$ cat src/rtl/cache_refill_controller_pkg.sv
// CacheSystemTypes: shared cache-system widths and refill-controller types.
//   WAY_NUM          ways per set (also the LRU counter's width source)
//   INDEX_BIT_WIDTH  set index width
//   TAG_BIT_WIDTH    tag width
//   LINE_BIT_WIDTH   cache line width
//   RefillState      miss-handling FSM states
//   MemFillReq       {tag, index} line-fill address as sent to memory
package CacheSystemTypes;
    localparam int WAY_NUM         = 2;
    localparam int INDEX_BIT_WIDTH = 9;
    localparam int TAG_BIT_WIDTH   = 20;
    localparam int LINE_BIT_WIDTH  = 128;

    typedef enum logic [2:0] {IDLE, LOOKUP, REQ, WAIT, FILL} RefillState;

    // Tag in the upper bits so the packed struct is directly {tag, index}.
    typedef struct packed {
        logic [TAG_BIT_WIDTH-1:0]   tag;
        logic [INDEX_BIT_WIDTH-1:0] index;
    } MemFillReq;
endpackage

$ cat src/rtl/cache_refill_controller.sv
// cache_refill_controller: single-outstanding-miss refill engine.
// Accepts a miss, asks the LRU counter for the victim way of the missed set,
// issues one line-fill request, waits for the data, then writes the line into
// the victim way and reports that way back to the LRU counter as an access.
// Ports:
//   clk, rst                      clock / async active-low reset
//   missValid/Index/Tag, missReady    miss request handshake
//   lruIndex, lruWay              victim lookup on the LRU counter
//   memReqValid/Addr/Ready        line-fill request to memory
//   memRspValid/Data              fill response from memory
//   fillValid/Index/Way/Tag/Data  data/tag array write
//   lruAccess, lruAccessWay       LRU update for the filled way
//   protocolError                 sticky: response arrived outside WAIT
// Tag/index widths must match CacheSystemTypes, since MemFillReq is sized there.
module cache_refill_controller
    import CacheSystemTypes::*;
#(
    parameter int WAY_NUM         = CacheSystemTypes::WAY_NUM,
    parameter int INDEX_BIT_WIDTH = CacheSystemTypes::INDEX_BIT_WIDTH,
    parameter int TAG_BIT_WIDTH   = CacheSystemTypes::TAG_BIT_WIDTH,
    parameter int LINE_BIT_WIDTH  = CacheSystemTypes::LINE_BIT_WIDTH,
    localparam int WAY_BIT_WIDTH  = $clog2(WAY_NUM)
) (
    input  logic                                   clk,
    input  logic                                   rst,
    input  logic                                   missValid,
    input  logic [INDEX_BIT_WIDTH-1:0]             missIndex,
    input  logic [TAG_BIT_WIDTH-1:0]               missTag,
    output logic                                   missReady,
    output logic [INDEX_BIT_WIDTH-1:0]             lruIndex,
    input  logic [WAY_BIT_WIDTH-1:0]               lruWay,
    output logic                                   memReqValid,
    output logic [TAG_BIT_WIDTH+INDEX_BIT_WIDTH-1:0] memReqAddr,
    input  logic                                   memReqReady,
    input  logic                                   memRspValid,
    input  logic [LINE_BIT_WIDTH-1:0]              memRspData,
    output logic                                   fillValid,
    output logic [INDEX_BIT_WIDTH-1:0]             fillIndex,
    output logic [WAY_BIT_WIDTH-1:0]               fillWay,
    output logic [TAG_BIT_WIDTH-1:0]               fillTag,
    output logic [LINE_BIT_WIDTH-1:0]              fillData,
    output logic                                   lruAccess,
    output logic [WAY_BIT_WIDTH-1:0]               lruAccessWay,
    output logic                                   protocolError
);
    RefillState                state, next_state;
    MemFillReq                 req_q;
    logic [WAY_BIT_WIDTH-1:0]  victim_q;
    logic [LINE_BIT_WIDTH-1:0] data_q;
    logic                      perr_q;

    // State register
    always_ff @(posedge clk or negedge rst) begin
        if (!rst) state <= IDLE;
        else      state <= next_state;
    end

    // Next-state logic
    always_comb begin
        next_state = state;
        unique case (state)
            IDLE:    if (missValid)   next_state = LOOKUP;
            LOOKUP:                   next_state = REQ;
            REQ:     if (memReqReady) next_state = WAIT;
            WAIT:    if (memRspValid) next_state = FILL;
            FILL:                     next_state = IDLE;
            default:                  next_state = IDLE;
        endcase
    end

    // Datapath registers. The victim is captured only in LOOKUP so later LRU
    // movement on the same set cannot redirect the fill.
    always_ff @(posedge clk or negedge rst) begin
        if (!rst) begin
            req_q    <= '0;
            victim_q <= '0;
            data_q   <= '0;
            perr_q   <= 1'b0;
        end else begin
            if (state == IDLE && missValid)
                req_q <= '{tag: missTag, index: missIndex};
            if (state == LOOKUP)
                victim_q <= lruWay;
            if (state == WAIT && memRspValid)
                data_q <= memRspData;
            // Any response not awaited (including one coinciding with the
            // request handshake) is dropped and flagged.
            if (memRspValid && state != WAIT)
                perr_q <= 1'b1;
        end
    end

    // Outputs: register contents gated by state only, so no input reaches an
    // output combinationally.
    always_comb begin
        missReady     = (state == IDLE);
        memReqValid   = (state == REQ);
        memReqAddr    = '0;
        fillValid     = (state == FILL);
        fillIndex     = '0;
        fillWay       = '0;
        fillTag       = '0;
        fillData      = '0;
        lruAccess     = (state == FILL);
        lruAccessWay  = '0;
        // Last latched index doubles as the lookup (LOOKUP) and update (FILL)
        // index and stays deterministic elsewhere.
        lruIndex      = req_q.index;
        protocolError = perr_q;
        if (state == REQ)
            memReqAddr = req_q;
        if (state == FILL) begin
            fillIndex    = req_q.index;
            fillWay      = victim_q;
            fillTag      = req_q.tag;
            fillData     = data_q;
            lruAccessWay = victim_q;
        end
    end
endmodule

$ cat config.mk
export PLATFORM = sky130hd
export DESIGN_NAME = cache_refill_controller
export DESIGN_NICKNAME = d
export VERILOG_FILES = /design/src/rtl/cache_refill_controller_pkg.sv /design/src/rtl/cache_refill_controller.sv
export SDC_FILE = /design/constraint.sdc
export NUM_CORES = 1
export LEC_CHECK = 0
export CAP_MARGIN = 10
export CORE_AREA = 2 2 140 142
export DETAILED_ROUTE_END_ITERATION = 16
export DIE_AREA = 0 0 142 144
export PLACE_DENSITY = 0.93
export SLEW_MARGIN = 30
export SYNTH_ARGS = -nofsm -noshare
export SYNTH_HDL_FRONTEND = slang
export SYNTH_SLANG_ARGS = --single-unit
$ cat constraint.sdc
create_clock -name clk -period 2.5 [get_ports clk]
set_clock_uncertainty 0.1 [all_clocks]
set_input_delay 0.25 -clock clk [delete_from_list [all_inputs] [get_ports clk]]
set_output_delay 0.25 -clock clk [all_outputs]
set_load 0.02 [all_outputs]
After elaboration in Yosys (flattened, before gate mapping)
Cells that the tools add are included.

Bits in registers: 162. Input bits: 163. Output and inout port bits: 202. Logic and storage cells: 28.

Equal/unequal tests: 8. Muxes and demuxes: 9. Reduce and logical (&&, ||, !) cells: 5.

Operators by type and width (count): two-way mux 128 bit (1); two-way mux 29 bit (1); two-way mux 20 bit (1); case mux 3 bit (4 select lines) (1); two-way mux 3 bit (3); two-way mux 9 bit (1); == test 3 x 2 -> 1 bit, second input constant (2); inequality test 2 bit, second input constant (2); == test 3 x 1 -> 1 bit, second input constant (1); == test 3 bit, second input constant (1); logical AND 1 bit (3); zero test 3 bit (1); inequality test 3 x 2 -> 1 bit, second input constant (1); AND reduction 3 bit (1); inequality test 2 x 1 -> 1 bit, second input constant (1); two-way mux 1 bit (1).

Longest topological paths before layout
Word-level depth: 3. Mapped depth: 5. Gate-level depth less buffers: 3.

Least setup slack after synthesis
No wires, ideal clock.

Path kind: flip-flop to flip-flop. Start: register state[0]. End: register req_q, in the netlist lruIndex[0]. Setup time: 0.125 ns. Arrival: 1.746 ns. Data required time: 2.275 ns. Setup slack: 0.529 ns. Stages on the path, launching flop included: 6. Path buffers: 2. Clock period less this slack: 1.971 ns. Path through: dfrtp_1 > buf_2 > nor3_1 > and2_1 > buf_4 > mux2_2.

Longest elaborated chain between the ends: 2.

Ends and longest elaborated chain: start, declared (line cache_refill_controller.sv:46) `RefillState state, next_state;`; start signal, assigned (line cache_refill_controller.sv:55) `else state <= next_state;`; zero test 3 bit; net missReady (line cache_refill_controller.sv:29) `output logic missReady,`; logical AND 1 bit (line cache_refill_controller.sv:80) `if (state == IDLE && missValid)`; end signal, assigned (line cache_refill_controller.sv:81) `req_q <= '{tag: missTag, index: missIndex};`; end, declared (line cache_refill_controller.sv:47) `MemFillReq req_q;`.

The timed path passes the listed nets, and every way through them passes these cells. A chain may end at the register's enable or synchronous reset.

Worst setup path in the final report
Start: register state[0]. End: output fillData[29].

Longest elaborated chain between the ends: 2.

Ends and longest elaborated chain: == test 3 bit (line cache_refill_controller.sv:112) `if (state == FILL) begin`; two-way mux 128 bit (line cache_refill_controller.sv:112); end, declared (line cache_refill_controller.sv:41) `output logic [LINE_BIT_WIDTH-1:0] fillData,`.

No other way between the ends.

==> metrics.cfg <==
[cts]
cts_made_buffers=17
cts_max_path_buffers=2
cts_root_buf=clkbuf_16
tritoncts=built
clk_pin_slew_worst_paths_ns=0.07
cts.sinks=162
insertion_delay_ns=0.40
htree_levels=4

[pwr]
p_leak_nw=5.90
p_total_mw=12.2
vdd_drop_max_mv=0.512
powerDensity_nw_per_um2=1010

[setup_path]
crit_type=flop to output pin
critical_path_depth=5
cp.arrival_ns=2.06
worst_path_largest_cell_delay_ns=0.47
cp.required_ns=2.15
r2r_cells=5
endpoint_kind=output pin
crit_chain=nor3b_4, buf_12, buf_16, and2_1, dlygate4sd2_1
cp_top_family=buffers and inverters
critPathBufInv=3
crit_path_start_kind=flop
cp_max_fo=76
worst_path_max_delay_cell=dfrtp_2

[grt]
grtUsageTotal_pct=20.5
grt.overflow.total=0
grt_pass1_wl_mm=32.1
grt_antenna_before_repair=0
grt_max_degree=77
first_global_vias=5824

[synthesis]
synth_cells=571
synthAdderAreaFrac_pct=0
ys_ff_latch=162
syn-num-nets=734
synth_edf_count=0
synth_top_family_by_area=multiplexers
synth_compound_area_share_pct=0.362
ys_warn_count=0
netlist_top_cells_count=and2_1, dfrtp_1, mux2_4
synth_area_leaders=dfrtp_1, mux2_4, and2_1
yosys.area_share.simple_pct=15.5
ys_async_sr_fraction_pct=100
synthMostInstantiatedCell=and2_1
synth.distinct_cells=23
syn_area_um2=7960
synthMuxAreaShare_pct=27.6
post_synth_xor_area_fraction_pct=0
seq_area_frac_synth_pct=50.9
yosys.area.top_type=dfrtp_1
netlist.area_leader.share_pct=50.9
avgSynthCellArea_um2=13.9
synth_top_flop_cell=dfrtp_1

[worst_hold_path]
hold_path_class=input port to async pin

[place]
gp_congestion=0.807
place_area_um2=11700
place_ws_ns=0.170
place_inst=1140
io_buffer_count=364
place_hpwl_mm=15.7

[die]
core_area_um2=19100
die_area_um2=20400
die_w_um=142
die_y_um=144
start_util_pct=41.7
rows=51
ios=365

[detailed_routing]
drc=0
vias=5585
drt_pass1_iterations=4
wirelength_mm=21.2
wl_per_cell_um=18.0
antenna_left=0
drtIter0Drc=166
via_per_inst=4.76

[layout]
syn2layout_area_growth_pct=52.9
fin_area_um2=12200
regArea_um2=4060
fillers=1459
antennaDiodeCount=0
final_nets=1087
multi_input_area_um2=3470
drive_above_1_share_pct=23.3
post-route-util_pct=63.8
finalNonFillerCells=1174

[timing]
rsz0062_at_grt=true
max_freq_mhz=415
fin_crit_sh_pct=96.4
post-route-min-period_ns=2.41
final_hold_viol_count=0
fin_tns_setup_ns=0
fin_hold_ws_ns=0.296
tightest_slew_ns=0.589
slew_headroom_pct=60.7
finalSetupViolCount=0
slew_viol_final=0
timing.final.ws_setup_ns=0.0911

[outcome]
status=finished clean

[flow_run]
max_cap_violations=0

## timing repair
| item | CTS | global route |
|---|---|---|
| hold endpoints to repair | 56 | 0 |
| gates resized for setup | 194 | 63 |
| pin swaps | 1 | 0 |
| gates cloned | 1 | 0 |
| hold buffers | 1 | 0 |
| setup endpoints to repair | 191 | 58 |
| setup buffers | 1 | 0 |
## cell usage in the layout, fill, tap and decap left out, types with 2 or more instances in the layout
| cell | count |
|---|---|
| clkbuf_16 | 17 |
| clkdlybuf4s50_1 | 172 |
| buf_12 | 12 |
| clkinv_4 | 2 |
| clkdlybuf4s15_1 | 50 |
| mux2_4 | 109 |
| mux2_2 | 49 |
| inv_6 | 4 |
| clkbuf_2 | 7 |
| dfrtp_1 | 161 |
| clkinvlp_4 | 4 |
| dlygate4sd2_1 | 134 |
| and2_1 | 188 |
| a21o_1 | 2 |
| nand2_1 | 2 |
| buf_4 | 4 |
## path summary, 6_finish.rpt
path | startpoint | end | slack, ns
max in group asynchronous | rst | data_q[59] | 1.34
max reg2reg | state[2] | data_q[12] | 0.55
max | state[0] | fillData[29] | 0.09
min reg2reg | protocolError | protocolError | 0.36
min | rst | data_q[123] | 0.30
min in group clk | memRspData[82] | data_q[82] | 0.35
## kinds of logic after synthesis
group / Yosys count
flops: 162
simple gates: 196
compound gates: 4
mux: 159
buf+inv: 50
## final cells by class
class / count / share of cell area (%)
flip-flops and latches: 162 / 33.3
repair buffers: 383 / 31.1
multi-input cells: 359 / 28.5
clock buffers: 19 / 3.64
well taps: 238 / 2.45
clock inverters: 12 / 1.02
inverters: 1 / 0.0308
## worst register-to-register path, stage by stage, from the launching register on
cell and delay (ns):
dfrtp_1 0.41, and2b_4 0.28, and3_4 0.30, buf_12 0.23, buf_12 0.18, mux2_2 0.34
## power breakdown
part	leakage, nW	switching (mW)	internal [mW]
clock	0.265	1.08	1.41
sequential	1.92	0.870	3.97
combinational	3.71	1.91	3.00
total	5.90	3.86	8.38
## flip-flops by register name, indices dropped and copies added (netlist names)
signal and cells:
req_q 20, state 3, victim_q 1, data_q 128, lruIndex 9, protocolError 1
## metal layers
metal  track usage (%)  wire, um
met5                 0         0
met4              5.89       394
met3              6.95      1630
met2              36.5     11000
met1              23.4      8090
Power figures use the tool's default switching activity.
